--- src/rtl/match_frame_sched_pkg.sv ---
// Shared types and constants for the matcher frame scheduler: keypoint payload, FSM encoding,
// counter widths and a saturating increment helper.
package match_frame_sched_pkg;

    localparam int unsigned COORD_W = 10;
    localparam int unsigned SCORE_W = 8;
    localparam int unsigned DESC_W  = 256;
    localparam int unsigned KP_W    = 2 * COORD_W + SCORE_W + DESC_W;
    localparam int unsigned CNT_W   = 10;
    localparam int unsigned FRAME_W = 16;
    localparam int unsigned ST_W    = 2;

    typedef struct packed {
        logic [COORD_W-1:0] x;
        logic [COORD_W-1:0] y;
        logic [SCORE_W-1:0] score;
        logic [DESC_W-1:0]  desc;
    } kp_t;

    localparam logic [ST_W-1:0] ST_IDLE     = 2'd0;
    localparam logic [ST_W-1:0] ST_ISSUE    = 2'd1;
    localparam logic [ST_W-1:0] ST_WAIT_RES = 2'd2;
    localparam logic [ST_W-1:0] ST_SWAP     = 2'd3;

    function automatic logic [CNT_W-1:0] sat_inc(input logic [CNT_W-1:0] v);
        return (&v) ? v : v + CNT_W'(1);
    endfunction

endpackage

--- src/rtl/match_frame_sched_kp_fifo.sv ---
// Synchronous keypoint FIFO with registered full/empty flags; a push while full is refused
// even when a pop happens on the same cycle. Reset clears contents as well as pointers.
module match_frame_sched_kp_fifo
    import match_frame_sched_pkg::*;
#(
    parameter int unsigned DEPTH = 4
) (
    input  logic i_clk,
    input  logic i_rst_n,
    input  logic i_push,
    input  kp_t  i_data,
    input  logic i_pop,
    output kp_t  o_head,
    output logic o_full,
    output logic o_empty
);

    localparam int unsigned AW = $clog2(DEPTH);
    localparam int unsigned CW = AW + 1;

    logic [KP_W-1:0] mem_q [DEPTH];
    logic [AW-1:0]   wr_ptr_q, rd_ptr_q;
    logic [CW-1:0]   cnt_q, cnt_d;
    logic            full_q, empty_q;
    logic            push_ok, pop_ok;

    assign push_ok = i_push && !full_q;
    assign pop_ok  = i_pop && !empty_q;

    always_comb begin
        cnt_d = cnt_q;
        if (push_ok && !pop_ok) begin
            cnt_d = cnt_q + CW'(1);
        end else if (pop_ok && !push_ok) begin
            cnt_d = cnt_q - CW'(1);
        end
    end

    always_ff @(posedge i_clk or negedge i_rst_n) begin
        if (!i_rst_n) begin
            for (int i = 0; i < int'(DEPTH); i++) begin
                mem_q[i] <= '0;
            end
            wr_ptr_q <= '0;
            rd_ptr_q <= '0;
            cnt_q    <= '0;
            full_q   <= 1'b0;
            empty_q  <= 1'b1;
        end else begin
            if (push_ok) begin
                mem_q[wr_ptr_q] <= i_data;
                wr_ptr_q        <= wr_ptr_q + AW'(1);
            end
            if (pop_ok) begin
                rd_ptr_q <= rd_ptr_q + AW'(1);
            end
            cnt_q   <= cnt_d;
            full_q  <= (cnt_d == CW'(DEPTH));
            empty_q <= (cnt_d == '0);
        end
    end

    assign o_head  = kp_t'(mem_q[rd_ptr_q]);
    assign o_full  = full_q;
    assign o_empty = empty_q;

endmodule

--- src/rtl/match_frame_sched.sv ---
// Frame sequencer feeding the descriptor matcher: queues keypoints, issues them one at a time,
// forwards match results and runs the end-of-frame swap. Optional watchdog: MATCH_SCHED_TIMEOUT_EN.
module match_frame_sched
    import match_frame_sched_pkg::*;
#(
    parameter int unsigned FIFO_DEPTH  = 4,
    parameter int unsigned MAX_KP      = 500,
    parameter int unsigned TIMEOUT_CYC = 4096
) (
    input  logic               i_clk,
    input  logic               i_rst_n,
    input  logic               i_kp_valid,
    output logic               o_kp_ready,
    input  logic [COORD_W-1:0] i_kp_x,
    input  logic [COORD_W-1:0] i_kp_y,
    input  logic [SCORE_W-1:0] i_kp_score,
    input  logic [DESC_W-1:0]  i_kp_desc,
    input  logic               i_frame_end,
    output logic               o_m_flag,
    output logic [COORD_W-1:0] o_m_x,
    output logic [COORD_W-1:0] o_m_y,
    output logic [SCORE_W-1:0] o_m_score,
    output logic [DESC_W-1:0]  o_m_desc,
    input  logic               i_m_ack,
    input  logic               i_m_done,
    input  logic [COORD_W-1:0] i_m_src_x,
    input  logic [COORD_W-1:0] i_m_src_y,
    input  logic [COORD_W-1:0] i_m_dst_x,
    input  logic [COORD_W-1:0] i_m_dst_y,
    output logic               o_m_next,
    input  logic               i_m_end,
    output logic               o_match_valid,
    output logic [COORD_W-1:0] o_src_x,
    output logic [COORD_W-1:0] o_src_y,
    output logic [COORD_W-1:0] o_dst_x,
    output logic [COORD_W-1:0] o_dst_y,
    output logic [CNT_W-1:0]   o_match_cnt,
    output logic [CNT_W-1:0]   o_drop_cnt,
    output logic [FRAME_W-1:0] o_frame_cnt,
    output logic               o_busy,
    output logic               o_err_timeout
);

    localparam int unsigned ISS_W = $clog2(MAX_KP + 1);

    logic [ST_W-1:0]    state_q, state_d;
    logic [ISS_W-1:0]   issued_q, issued_d;
    logic [CNT_W-1:0]   match_cnt_q, match_cnt_d;
    logic [CNT_W-1:0]   drop_cnt_q, drop_cnt_d;
    logic [FRAME_W-1:0] frame_cnt_q, frame_cnt_d;
    logic               pending_q, pending_d;
    logic               match_valid_q, match_valid_d;
    logic [COORD_W-1:0] src_x_q, src_x_d, src_y_q, src_y_d;
    logic [COORD_W-1:0] dst_x_q, dst_x_d, dst_y_q, dst_y_d;
    logic               err_q, err_d;
    logic               pop_c, push_c, tmo_hit_c;
    logic               fifo_full, fifo_empty;
    kp_t                kp_in, head;

    assign kp_in      = '{x: i_kp_x, y: i_kp_y, score: i_kp_score, desc: i_kp_desc};
    assign o_kp_ready = !fifo_full && !pending_q;
    assign push_c     = i_kp_valid && o_kp_ready;

    match_frame_sched_kp_fifo #(.DEPTH(FIFO_DEPTH)) u_fifo (
        .i_clk   (i_clk),
        .i_rst_n (i_rst_n),
        .i_push  (push_c),
        .i_data  (kp_in),
        .i_pop   (pop_c),
        .o_head  (head),
        .o_full  (fifo_full),
        .o_empty (fifo_empty)
    );

    // Next-state, counters and result capture
    always_comb begin
        state_d       = state_q;
        issued_d      = issued_q;
        match_cnt_d   = match_cnt_q;
        drop_cnt_d    = drop_cnt_q;
        frame_cnt_d   = frame_cnt_q;
        pending_d     = pending_q | i_frame_end;
        match_valid_d = 1'b0;
        src_x_d       = src_x_q;
        src_y_d       = src_y_q;
        dst_x_d       = dst_x_q;
        dst_y_d       = dst_y_q;
        err_d         = err_q;
        pop_c         = 1'b0;
        case (state_q)
            ST_IDLE: begin
                if (!fifo_empty) begin
                    if (issued_q < ISS_W'(MAX_KP)) begin
                        state_d = ST_ISSUE;
                    end else begin
                        pop_c      = 1'b1;
                        drop_cnt_d = sat_inc(drop_cnt_q);
                    end
                end else if (pending_q) begin
                    state_d = ST_SWAP;
                end
            end
            ST_ISSUE: begin
                if (i_m_ack) begin
                    pop_c    = 1'b1;
                    issued_d = issued_q + ISS_W'(1);
                    state_d  = ST_WAIT_RES;
                end else if (tmo_hit_c) begin
                    pop_c   = 1'b1;
                    err_d   = 1'b1;
                    state_d = ST_IDLE;
                end
            end
            ST_WAIT_RES: begin
                if (i_m_done) begin
                    src_x_d       = i_m_src_x;
                    src_y_d       = i_m_src_y;
                    dst_x_d       = i_m_dst_x;
                    dst_y_d       = i_m_dst_y;
                    match_valid_d = 1'b1;
                    match_cnt_d   = sat_inc(match_cnt_q);
                    state_d       = ST_IDLE;
                end else if (tmo_hit_c) begin
                    err_d   = 1'b1;
                    state_d = ST_IDLE;
                end
            end
            ST_SWAP: begin
                if (i_m_end || tmo_hit_c) begin
                    pending_d   = 1'b0;
                    issued_d    = '0;
                    match_cnt_d = '0;
                    drop_cnt_d  = '0;
                    frame_cnt_d = frame_cnt_q + FRAME_W'(1);
                    err_d       = err_q | (tmo_hit_c && !i_m_end);
                    state_d     = ST_IDLE;
                end
            end
            default: state_d = ST_IDLE;
        endcase
    end

`ifdef MATCH_SCHED_TIMEOUT_EN
    localparam int unsigned TMO_W = $clog2(TIMEOUT_CYC + 1);
    logic [TMO_W-1:0] tmo_cnt_q, tmo_cnt_d;

    // Cycles spent in the current waiting state; restarts on every state change
    assign tmo_hit_c = (state_q != ST_IDLE) && (tmo_cnt_q == TMO_W'(TIMEOUT_CYC - 1));

    always_comb begin
        tmo_cnt_d = '0;
        if ((state_q != ST_IDLE) && (state_d == state_q)) begin
            tmo_cnt_d = tmo_cnt_q + TMO_W'(1);
        end
    end

    always_ff @(posedge i_clk or negedge i_rst_n) begin
        if (!i_rst_n) begin
            tmo_cnt_q <= '0;
        end else begin
            tmo_cnt_q <= tmo_cnt_d;
        end
    end
`else
    logic unused_tmo;
    assign tmo_hit_c  = 1'b0;
    assign unused_tmo = (TIMEOUT_CYC == 0);
`endif

    always_ff @(posedge i_clk or negedge i_rst_n) begin
        if (!i_rst_n) begin
            state_q       <= ST_IDLE;
            issued_q      <= '0;
            match_cnt_q   <= '0;
            drop_cnt_q    <= '0;
            frame_cnt_q   <= '0;
            pending_q     <= 1'b0;
            match_valid_q <= 1'b0;
            src_x_q       <= '0;
            src_y_q       <= '0;
            dst_x_q       <= '0;
            dst_y_q       <= '0;
            err_q         <= 1'b0;
        end else begin
            state_q       <= state_d;
            issued_q      <= issued_d;
            match_cnt_q   <= match_cnt_d;
            drop_cnt_q    <= drop_cnt_d;
            frame_cnt_q   <= frame_cnt_d;
            pending_q     <= pending_d;
            match_valid_q <= match_valid_d;
            src_x_q       <= src_x_d;
            src_y_q       <= src_y_d;
            dst_x_q       <= dst_x_d;
            dst_y_q       <= dst_y_d;
            err_q         <= err_d;
        end
    end

    // Matcher drive comes straight from the FIFO head while offering
    assign o_m_flag      = (state_q == ST_ISSUE);
    assign o_m_next      = (state_q == ST_SWAP);
    assign o_m_x         = head.x;
    assign o_m_y         = head.y;
    assign o_m_score     = head.score;
    assign o_m_desc      = head.desc;
    assign o_match_valid = match_valid_q;
    assign o_src_x       = src_x_q;
    assign o_src_y       = src_y_q;
    assign o_dst_x       = dst_x_q;
    assign o_dst_y       = dst_y_q;
    assign o_match_cnt   = match_cnt_q;
    assign o_drop_cnt    = drop_cnt_q;
    assign o_frame_cnt   = frame_cnt_q;
    assign o_busy        = (state_q != ST_IDLE) || !fifo_empty;
    assign o_err_timeout = err_q;

endmodule

--- config.mk ---
export PLATFORM = sky130hd
export DESIGN_NAME = match_frame_sched
export DESIGN_NICKNAME = d
export VERILOG_FILES = /design/src/rtl/match_frame_sched_pkg.sv /design/src/rtl/match_frame_sched_kp_fifo.sv /design/src/rtl/match_frame_sched.sv
export SDC_FILE = /design/constraint.sdc
export NUM_CORES = 1
export LEC_CHECK = 0
export ABC_AREA = 1
export CAP_MARGIN = 20
export CORE_MARGIN = 10
export CORE_UTILIZATION = 40
export CTS_CLUSTER_SIZE = 8
export DETAILED_ROUTE_END_ITERATION = 10
export MAX_ROUTING_LAYER = met4
export PLACE_DENSITY = 0.71
export SLEW_MARGIN = 20
export SYNTH_ARGS = -nofsm -noshare
export SYNTH_HDL_FRONTEND = slang
export SYNTH_SLANG_ARGS = --single-unit
--- constraint.sdc ---
create_clock -name i_clk -period 3.35 [get_ports i_clk]
set_clock_uncertainty 0.2 [all_clocks]
set_input_delay 0.67 -clock i_clk [delete_from_list [all_inputs] [get_ports i_clk]]
set_output_delay 0.67 -clock i_clk [all_outputs]
set_load 0.05 [all_outputs]
Word-level counts from Yosys, hierarchy flattened
Index checks and enable logic that the tools add are counted.

operators by class
  add/sub/neg operators = 8
  multipliers = 0
  divide/modulo/power cells = 0
  magnitude comparators = 4
  equal/unequal tests = 13
  shift operators = 0
  mux-type cells = 34
  bitwise logic cells = 3
  reductions and logical operators = 27

operator list
  kind                                               number
  bitwise mux 1136 bit                               1
  2-to-1 mux 284 bit                                 3
  binary-select mux 284 bit (select 2 bit)           1
  demux 284 bit (select 2 bit)                       1
  2-to-1 mux 10 bit                                  6
  one-hot mux 10 bit (2 select lines)                2
  adder 10 x 1 -> 10 bit, second input constant      2
  AND reduction 10 bit                               2
  2-to-1 mux 9 bit                                   2
  one-hot mux 9 bit (2 select lines)                 1
  adder 16 x 1 -> 16 bit, second input constant      1
  2-to-1 mux 2 bit                                   6
  != test 2 bit, second input constant               5
  AND reduction 5 bit                                2
  adder 9 x 1 -> 9 bit, second input constant        1
  less-than comparator 9 bit, second input constant  1
  one-hot mux 2 bit (4 select lines)                 1
  nonzero test 2 bit                                 4
  logical AND 1 bit                                  7
  2-to-1 mux 1 bit                                   7
  >= comparator 3 bit, second input constant         2
  2-to-1 mux 3 bit                                   2
  NOT 2 -> 3 bit                                     2
  zero test 1 bit                                    5
  other kinds (18)                                   22

word-level totals
  register bits = 1234
  latch bits = 0
  RAM bits = 0
  ROM bits = 0
  input port bits = 331
  output and inout bits = 366
  logic and storage cells = 109
  memories kept = 0

Longest topological paths before layout
Gate-level depths: netlist of the first run.

  depth after elaboration = 9
  mapped depth = 12
  gate-level depth less buffers = 12

Hierarchy
From an unflattened synthesis of the first run, not the netlist that was laid out.

unflattened totals
  cells, all modules = 4634
  area total of the unflattened synthesis = 54737.5 um^2

modules (own cells, without submodules)
  module                     instances  cells an instance  area an instance (um^2)
  match_frame_sched_kp_fifo  1          4086               50454.6
  match_frame_sched          1          548                4282.9

Worst setup path before layout of the first run
Ideal clock, no wire load.

  kind = flip-flop to output port
  start = register u_fifo.rd_ptr_q[0]
  end = output o_m_desc[203]
  data arrival time = 2.043 ns
  required time = 2.480 ns
  setup slack = 0.437 ns
  cell stages (with the launch flop) = 8
  path buffers = 4
  path through = dfrtp_1 > buf_2 > inv_1 > buf_2 > buf_2 > buf_1 > nor2_1 > o22ai_1

between the ends
  cells in the longest elaborated chain, start to end = 4

RTL lines
  item                                                    line                             text
  from (decl)                                             match_frame_sched_kp_fifo.sv:22  logic [AW-1:0] wr_ptr_q, rd_ptr_q;
  from (signal assigned)                                  match_frame_sched_kp_fifo.sv:55  rd_ptr_q <= rd_ptr_q + AW'(1);
  NOT 2 -> 3 bit (implied by the code)                    match_frame_sched_kp_fifo.sv:63  assign o_head = kp_t'(mem_q[rd_ptr_q]);
  binary-select mux 284 bit (select 2 bit)                match_frame_sched_kp_fifo.sv:63
  2-to-1 mux 284 bit (implied by the code) (2 in series)  match_frame_sched_kp_fifo.sv:63
  to (decl)                                               match_frame_sched.sv:23          output logic [DESC_W-1:0] o_m_desc,

Every way passes these cells. The select of a mux whose other input is x is not followed.

Worst setup path in the final report of the first run
  start = register u_fifo.rd_ptr_q[0]
  end = output o_m_desc[153]

Same word-level chain as after synthesis.

==> results of run 1 <==
==> logic make-up (layout without fill, tap and decap cells) <==
family | after synthesis | after routing | share of synthesized area
flops | 1234 | 1234 | 0.570
mux | 1136 | 1136 | 0.236
compound gates | 896 | 896 | 0.0898
simple gates | 865 | 865 | 0.0634
buf+inv | 376 | 1273 | 0.0348
xor+xnor | 25 | 25 | 0.00404
fa+ha+maj | 10 | 10 | 0.00231
other cells | 1 | 27 | 0.0000692
==> metal layers <==
layer  vias up  share of wire  global-route usage
met5         -              0                   -
met4         0          0.038              0.0967
met3       394          0.060              0.0479
met2      1609           0.50               0.394
met1     21506           0.40               0.296
li1      17748              -                   -
==> cell type report <==
class,instances,area [um^2]
sequential,1234,30900
timing repair buffer,1015,15400
antenna,26,65.1
tap,1781,2230
timing repair inverter,7,130
clock inverter,15,282
multi-input combinational,2933,25400
inverter,50,240
clock buffer,186,4440
fill,10112,56000
==> worst max-delay path: stages, from the launching register on <==
cell	delay (ps)
dfrtp_4	520
buf_16	160
buf_12	130
buf_16	150
clkbuf_16	170
o21ai_2	140
o22ai_1	110
buf_4	170
buf_12	140
==> what timing repair did <==
item	CTS	global route
setup buffers	45	8
cloned	56	28
resized for setup	679	675
pin swaps	114	181
endpoints found under the setup margin	286	267
hold endpoints to repair	71	0
hold buffers	1	0
==> through the flow <==
stage	hold slack [ps]	cell area, um^2	setup WS (ps)
finish	217	79100	-29.5
global route	210	79100	-106
CTS	167	76400	-122
detailed placement	266	67000	462
global placement	257	67000	494
floorplan	174	54200	437
==> placed cells by master, fill, tap and decap left out, types with 5 or more instances in the layout <==
cell type,count
nand2_2,10
clkdlybuf4s50_1,407
a21oi_1,15
o21ai_0,242
inv_1,45
nor2_2,88
o31ai_1,6
clkinv_8,5
diode_2,26
xor2_1,14
buf_12,370
o21ai_2,122
buf_16,70
nor2_1,441
buf_4,107
nand3_1,22
o21ai_1,178
buf_6,16
nand4_1,8
mux2_1,102
o22ai_2,187
xnor2_1,11
clkinv_16,8
buf_8,7
o22ai_1,22
clkbuf_16,207
o21ai_4,44
dfrtp_1,1231
clkbuf_1,9
o22ai_4,76
ha_1,10
nor2_4,87
nand2_1,192
nor3_1,9
mux2_2,1034
==> flip-flops by register name, summed over array words and instances, names as in the netlist, 9 cells and up <==
register and cells:
o_dst_x 10, issued_q 9, o_match_cnt 10, o_dst_y 10
o_src_y 10, o_src_x 10, o_drop_cnt 10, u_fifo.mem_q 1136
o_frame_cnt 16
==> worst paths after layout <==
path | start | cells past startpoint | slack [ps] | endpoint
worst max register to register | pending_q$_DFF_PN0_ | 6 | 1020 | u_fifo.mem_q[618]$_DFFE_PN0P_
worst min-delay path | i_rst_n | 2 | 220 | u_fifo.mem_q[59]$_DFFE_PN0P_
max in group asynchronous | i_rst_n | 4 | 1490 | u_fifo.mem_q[764]$_DFFE_PN0P_
worst min register to register | o_src_x[1]$_DFFE_PN0P_ | 2 | 280 | o_src_x[1]$_DFFE_PN0P_
worst max-delay path | u_fifo.rd_ptr_q[0]$_DFFE_PN0P_ | 8 | -30 | o_m_desc[153]
min in group i_clk | i_m_src_y[8] | 3 | 220 | o_src_y[8]$_DFFE_PN0P_
==> impl_results.md, run 1 <==
- Die Height: 388 um
- Crit-path max FO: 6
- Ports: 697
- Clock slew at reported path FFs: 60 ps
- Data required, critical path: 2480 ps
- Most instantiated library cell after synthesis: dfrtp_1
- Final hold violations: 0
- Largest net degree at the start of global routing: 105
- Via Count: just over 40,000
- Fin crit share: 1.01
- Post-synthesis cell type count: 35
- TritonCTS Buffers: approximately 170
- Synth cell count leaders: dfrtp_1 (1,233), mux2_2 (1,034), nor2_1 (605)
- Count of non-filler cells in the finished layout: 7,247
- Placer Congestion: approximately 0.86
- Total global routing overflow: 0
- EDFF count, synth: 0
- #FFs+latches synth: 1,234
- # placed instances: 6,896
- Vias/cell: 5.69
- # setup viols final: 6
- Clk sink count: 1,234
- Drt wl/cell: around 26 um
- Setup TNS: -75.2 ps
- Syn Std Cell Area: roughly 54,000 um^2
- Layout cells sized above 1: 0.453
- Max-cap violations: 0
- CTS max path bufs: 3
- Fin crit period: 3380 ps
- First-pass GRT wire length: 275,000 um
- Core area: 135,000 um^2
- Class of the worst hold path: primary input to async pin
- Most used DFF post-synth: dfrtp_1
- Crit path launch type: flip-flop
- DP Wirelength: about 110,000 um
- Row cnt: 135
- DRC: 0
- Remaining antenna violation count after routing: 0
- RSZ-0062 raised after global routing: yes
- Initial antenna violation count: 24
- Later-pin clock latency in the skew report: 770 ps
- Share of the synthesized area in the top cell type: 0.569
- Iter 0 DRT Violations: 2,848
- Async SR Flop Fraction: 1.00
- Largest cells by area after synthesis: dfrtp_1 (57%), mux2_2 (21%), o21ai_0 (5.4%)
- Critical path class: flip-flop to primary output
- Area delta synth->final: 45.9%
- Initial Utilization: 0.401
- Max Slew Vio Count: 0
- Peak Freq: 296 MHz
- Max-slew headroom: 0.261
- Die area: 151,000 um^2
- CTS tree: built
- Outcome: complete, but fails checks
- Register area share after synthesis: 0.570
- Leading area contributor after synthesis: dfrtp_1
- H-Tree Depth: 4
- Final-stage net count: 5,755
- Root Buffer: clkbuf_16
- Crit path capture type: primary output
- Synthesized instance count: 4,543
- Layout Utilization: 0.586
- Routed Wire Length: 191,000 um
- Number of port buffers: 695
- TritonRoute pass-1 iters: 8
- Vias in the first global route: 43,178
- Arr. time, crit path: 2510 ps
- Violated checks: negative setup slack
- Worst Max-Slew Pin Slew: 1110 ps
- Setup ws final: -29.5 ps
- Synth warn: 0
- Syn_nets: around 4,900
- Width of the die: 388 um
- Gr usage total: 0.242
- Mean post-synth cell area: 11.9 um^2
Power of run 1 is not shown: default switching activity piles up to over one toggle a cycle in this logic, so the estimate is an artifact.
==> inputs of run 2 (changes only) <==
- GPL_ROUTABILITY_DRIVEN: unset -> 0
==> results of run 2 <==
Final layout, timing and power as in run 1 (identical DEF).
Power of run 2 is left out for the same reason.
